**src/rtl/instr_fetch_unit.sv**
```systemverilog
// ---------------------------------------------------------------------------
// instr_fetch_unit
//
// Purpose:
//   Instruction fetch stage that sits directly in front of the control path.
//   It owns the fetch PC and issues word reads to instruction memory over a
//   read/waitrequest handshake. Returned words are buffered with their PCs in
//   a small prefetch FIFO, which is presented downstream via valid/ready.
//   Branch/JR redirects flush the FIFO. A redirect to address 0 halts fetch
//   until reset.
//
// Ports:
//   clk              in   1   clock, all state updates on the rising edge
//   reset            in   1   synchronous, active-high reset
//   imem_addr        out  32  instruction memory byte address (word aligned)
//   imem_read        out  1   read request, address held stable until accepted
//   imem_waitrequest in   1   memory stall; read accepted when read & !wait
//   imem_readdata    in   32  read data, valid in the acceptance cycle
//   redirect         in   1   taken branch/jump/JR this cycle
//   redirect_addr    in   32  redirect target, bits [1:0] ignored
//   instr_valid      out  1   FIFO head holds a valid instruction
//   instr_word       out  32  FIFO head instruction (0 when empty)
//   instr_pc         out  32  PC of instr_word (0 when empty)
//   instr_ready      in   1   consumer takes the head when valid & ready
//   halted           out  1   fetch stopped after a redirect to 32'h0
// ---------------------------------------------------------------------------
module instr_fetch_unit #(
  parameter logic [31:0] RESET_VECTOR = 32'hBFC00000,
  parameter int          FIFO_DEPTH   = 2
) (
  input  logic        clk,
  input  logic        reset,
  output logic [31:0] imem_addr,
  output logic        imem_read,
  input  logic        imem_waitrequest,
  input  logic [31:0] imem_readdata,
  input  logic        redirect,
  input  logic [31:0] redirect_addr,
  output logic        instr_valid,
  output logic [31:0] instr_word,
  output logic [31:0] instr_pc,
  input  logic        instr_ready,
  output logic        halted
);

  localparam int PTR_W = $clog2(FIFO_DEPTH);
  localparam int CNT_W = PTR_W + 1;
  localparam logic [CNT_W-1:0] DEPTH_CNT = CNT_W'(FIFO_DEPTH);

  typedef enum logic [1:0] {
    RUN,
    FLUSH_WAIT,
    HALTED
  } state_t;

  state_t            state;
  state_t            state_next;
  logic [31:0]       fetch_pc;
  logic [31:0]       fetch_pc_next;
  logic [31:0]       target;
  logic [31:0]       target_next;
  logic [31:0]       redirect_target;
  logic [31:0]       wait_target;

  logic [31:0]       fifo_pc   [FIFO_DEPTH];
  logic [31:0]       fifo_word [FIFO_DEPTH];
  logic [PTR_W-1:0]  rd_ptr;
  logic [PTR_W-1:0]  wr_ptr;
  logic [CNT_W-1:0]  count;

  logic              accept;
  logic              push;
  logic              pop;
  logic              flush;

  // The low two target bits are dropped on purpose; this sink keeps them
  // visibly consumed rather than silently dangling.
  logic              unused_addr_bits;
  assign unused_addr_bits = ^redirect_addr[1:0];

  // Handshake and FIFO-facing outputs. The address never moves while a read
  // is outstanding: in FLUSH_WAIT fetch_pc still holds the stalled address
  // because the new target is parked in 'target' instead.
  always_comb begin
    redirect_target = {redirect_addr[31:2], 2'b00};
    imem_read       = 1'b0;
    case (state)
      RUN:        imem_read = (count < DEPTH_CNT);
      FLUSH_WAIT: imem_read = 1'b1;
      default:    imem_read = 1'b0;
    endcase
    if (reset) begin
      imem_read = 1'b0;
    end
    imem_addr   = fetch_pc;
    accept      = imem_read & ~imem_waitrequest;
    instr_valid = (count != '0);
    pop         = instr_valid & instr_ready;
    instr_word  = instr_valid ? fifo_word[rd_ptr] : 32'h0;
    instr_pc    = instr_valid ? fifo_pc[rd_ptr]   : 32'h0;
    halted      = (state == HALTED);
  end

  // Next-state logic. A redirect outranks push/pop. If the memory is
  // stalling we cannot drop the request, so the target is parked and the
  // stale data discarded once the read finally completes. A redirect that
  // arrives in FLUSH_WAIT replaces the parked target, including in the very
  // cycle the stalled read completes.
  always_comb begin
    state_next    = state;
    fetch_pc_next = fetch_pc;
    target_next   = target;
    push          = 1'b0;
    flush         = 1'b0;
    wait_target   = redirect ? redirect_target : target;
    case (state)
      RUN: begin
        if (redirect) begin
          flush = 1'b1;
          if (imem_read && imem_waitrequest) begin
            target_next = redirect_target;
            state_next  = FLUSH_WAIT;
          end else begin
            fetch_pc_next = redirect_target;
            if (redirect_target == 32'h0) begin
              state_next = HALTED;
            end
          end
        end else if (accept) begin
          push          = 1'b1;
          fetch_pc_next = fetch_pc + 32'd4;
        end
      end
      FLUSH_WAIT: begin
        if (redirect) begin
          target_next = redirect_target;
          flush       = 1'b1;
        end
        if (accept) begin
          fetch_pc_next = wait_target;
          state_next    = (wait_target == 32'h0) ? HALTED : RUN;
        end
      end
      HALTED: begin
        state_next = HALTED;
      end
      default: begin
        state_next = RUN;
      end
    endcase
  end

  // State, PC and parked-target registers.
  always_ff @(posedge clk) begin
    if (reset) begin
      state    <= RUN;
      fetch_pc <= RESET_VECTOR;
      target   <= 32'h0;
    end else begin
      state    <= state_next;
      fetch_pc <= fetch_pc_next;
      target   <= target_next;
    end
  end

  // FIFO bookkeeping. Pointers wrap naturally since the depth is a power of
  // two. A flush wins over any push or pop in the same cycle.
  always_ff @(posedge clk) begin
    if (reset || flush) begin
      rd_ptr <= '0;
      wr_ptr <= '0;
      count  <= '0;
    end else begin
      if (push) begin
        wr_ptr <= wr_ptr + PTR_W'(1);
      end
      if (pop) begin
        rd_ptr <= rd_ptr + PTR_W'(1);
      end
      case ({push, pop})
        2'b10:   count <= count + CNT_W'(1);
        2'b01:   count <= count - CNT_W'(1);
        default: count <= count;
      endcase
    end
  end

  // FIFO storage has no reset; entries are only observable once counted.
  always_ff @(posedge clk) begin
    if (push) begin
      fifo_pc[wr_ptr]   <= fetch_pc;
      fifo_word[wr_ptr] <= imem_readdata;
    end
  end

endmodule
```
**config.mk**
```make
export PLATFORM = sky130hd
export DESIGN_NAME = instr_fetch_unit
export DESIGN_NICKNAME = d
export VERILOG_FILES = /design/src/rtl/instr_fetch_unit.sv
export SDC_FILE = /design/constraint.sdc
export NUM_CORES = 1
export LEC_CHECK = 0
export CAP_MARGIN = 15
export CORE_UTILIZATION = 44
export DETAILED_ROUTE_END_ITERATION = 16
export PLACE_DENSITY = 0.8
export SLEW_MARGIN = 20
export SYNTH_ARGS = -nofsm -noshare
export SYNTH_HDL_FRONTEND = slang
export SYNTH_SLANG_ARGS = --single-unit
```
**constraint.sdc**
```tcl
create_clock -name clk -period 5.65 [get_ports clk]
set_input_delay 1.13 -clock clk [delete_from_list [all_inputs] [get_ports clk]]
set_output_delay 1.13 -clock clk [all_outputs]
set_load 0.02 [all_outputs]
```
==> impl_metrics.toml <==
[status]
outcome = "completed"

[floorplan]
io-pin-count = 168
die_h_um = 143
core_area_um2 = 19500
start_util_pct = 45.1
die-width_um = 143
die_area_um2 = 20600
rows = 51

[synth]
synthFlopType = "edfxtp_1"
synth-edff-count = 128
synth_top_area_share_pct = 43.6
synth_top_family_by_area = "simple AND/OR/NAND/NOR gates"
ys_warn_count = 0
synth_async_sr_flop_share_pct = 0
synth_simple_gate_area_share_pct = 17.5
postSynthCellCount = 811
post_synth_main_area_contributors = "edfxtp_1, dfxtp_1, mux2i_1"
yosysSeqAreaShare_pct = 59.8
muxShareOfSynthArea_pct = 7.62
synth.cell_area_um2 = 8810
synthesis.nets = 882
post_synthesis_share_of_cell_area_spent_on_full_adders_half_adders_and_majority_gates_pct = 0.284
synthXorXnorAreaFrac_pct = 1.19
synth-seq-cells = 199
synth-compound-area-share_pct = 10.6
average_cell_area_after_synthesis_um2 = 10.9
synth_largest_area_cell = "edfxtp_1"
synth.lib_cells_used.distinct = 65

[worst_hold_path]
worst_hold_path_type = "register to register"

[cts]
tritoncts_clock_tree = "done"
number_of_gates_resized_after_cts = 0
cts_htree_levels = 4
worstSkewPairLatency_ps = 430
clock_sinks = 199
clockBufferDepth = 2
cts.clk_slew.worst_paths_ps = 70
postCtsHoldBufs = 0
clk_root_buffer_cell = "clkbuf_16"
tritoncts.num_buffers = 17
cts_post_setup_buffers_inserted = 0

[detailed_routing]
per_cell_routed_wire_length_um = 17.4
total_wire_length_after_detailed_routing_mm = 21.4
antenna_left = 0
detailroute.via_count = 6856
detail_route.first_pass.iterations = 5
vias_per_cell = 5.58
drc_errors = 0
drt_iter0_markers = 604

[global_routing]
globalRouteOverflowTotal = 0
first_global_vias = 6205
antenna_violations_before_repair = 0
largest_net_degree_at_the_start_of_global_routing = 73
track_usage_pct = 20.6
wire_length_of_the_first_global_routing_pass_mm = 32.3

[placed_design]
dpl_worst_slack_ps = 1790
gp_congestion = 0.844
dp_hpwl_mm = 14.3
port_buffers = 165

[worst_setup_path]
top_fanout_value_on_the_critical_path = 39
critPathArrivalTime_ps = 2690
critical_path.startpoint_type = "register"
cpMaxStageDelayCell = "nor2_4"
cp_cell_sequence = "nor2_4 -> buf_4 -> nor2_1 -> clkdlybuf4s50_1"
cp_data_required_time_ps = 4520
crit_path_max_incr_delay_ps = 750
setup.worst_path.end_class = "output pin"
path_class = "register to output pin"

[timing]
final-setup-viol-count = 0
setup_ws_ps = 1830
fmax_mhz = 262
post-route-min-period_ps = 3820
timing.hold.ws_ps = 473
setup-tns-final_ps = 0
timing_hold_violations_final = 0
finalCritPeriodShare_pct = 67.6
slew_headroom_pct = 23.3
finalMaxSlewViolations = 0
rsz0062_at_grt = "no"
max_slew.worst_pin.slew_ps = 1150
clock-skew-final_ps = 12.8

[cells_and_area]
num_antenna_cells = 0
design.final.nets = 1022
final_layout_size_suffix_gt1_share_pct = 6.22
syn_to_final_growth_pct = 27.4

[job]
drv.max_cap_violation_count = 0

[power]
power_per_cell_area_nw_per_um2 = 280
design_power_total_mw = 3.14
ir_worst_vdd_v = 0.000215
standby_leakage_power_nw = 3.60
[cell usage after synthesis, types with 3 or more instances]
| library cell | instances |
|---|---|
| edfxtp_1 | 128 |
| nand2_1 | 105 |
| nor2_1 | 102 |
| dfxtp_1 | 71 |
| mux2i_1 | 67 |
| a21oi_1 | 62 |
| clkbuf_1 | 36 |
| o21ai_0 | 25 |
| nor4_1 | 18 |
| a211oi_1 | 17 |
| nor3_1 | 16 |
| nand4_1 | 15 |
| nand3_1 | 12 |
| buf_2 | 9 |
| inv_1 | 9 |
| nand2b_1 | 8 |
| buf_1 | 7 |
| and2_1 | 6 |
| and3_1 | 6 |
| nor2b_1 | 6 |
| xnor2_1 | 6 |
| xor2_1 | 6 |
| a311oi_1 | 5 |
| a31oi_1 | 5 |
| o211ai_1 | 5 |
| o32ai_1 | 5 |
| nor3b_1 | 4 |
| and4_1 | 3 |
[area by class of cell]
type	count	area, um^2
inverter	9	33.8
fill	1651	8310
tap	265	332
multi-input combinational	549	3300
sequential	199	5270
timing repair buffer	175	1730
clock inverter	14	124
clock buffer	18	429
[worst max-delay path, delay by kind of cell, from the launching register on]
family | cells | cell delay [ps]
flops | 1 | 410
simple gates | 2 | 850
buf+inv | 2 | 990
[placed cells by master, fill, tap and decap left out, drive strengths merged, types with 12 or more instances in the layout]
| cell type | n |
|---|---|
| nand3 | 13 |
| a21oi | 62 |
| nand2 | 105 |
| nor4 | 20 |
| clkdlybuf4s50 | 163 |
| mux2i | 67 |
| edfxtp | 128 |
| o21ai | 25 |
| nand4 | 17 |
| nor2 | 103 |
| dfxtp | 71 |
| inv | 14 |
| a211oi | 17 |
| clkbuf | 18 |
| buf | 12 |
| nor3 | 16 |
[path summary, 6_finish.rpt]
kind,startpoint,end,slack [ps],depth (start not counted)
hold reg to reg,target[17],target[17],470,2
setup reg to reg,state[1],imem_addr[31],2660,5
setup / recovery,count[1],instr_pc[19],1830,4
hold / removal,target[17],target[17],470,2
[cell families after synthesis]
family | after synthesis
mux | 67
flops | 199
fa+ha+maj | 2
xor+xnor | 12
buf+inv | 63
simple gates | 320
compound gates | 148
[per-stage QoR]
stage / util [%] / std cells / instance area [um^2]
2_1_floorplan: - / 811 / 8810
3_5_place_dp: 54.5 / 1196 / 10600
4_1_cts: 57.3 / 1228 / 11200
3_3_place_gp: 54.5 / 1196 / 10600
5_1_grt: 57.4 / 1229 / 11200
6_report: 57.4 / 1229 / 11200
[registers in the layout, summed over array words and instances, names as in the netlist, named ones only]
name,count
target,32
wr_ptr,1
state,2
fifo_pc,64
rd_ptr,1
fifo_word,64
imem_addr,32
count,2
[report_power, final]
group          switching [mW]  total (mW)  leakage [nW]  internal [mW]
sequential             0.0580        1.65          1.74           1.60
clock                   0.538        1.15         0.258          0.611
combinational           0.188       0.340          1.60          0.151
total                   0.784        3.14          3.60           2.36
[per-layer routing]
metal  track usage, %  share of wire [%]
met5                0                  0
met3             3.97                7.5
met1             26.9                 44
met4             7.33                1.5
met2             33.9                 47
Note: power is estimated with default switching activity, not from simulation.
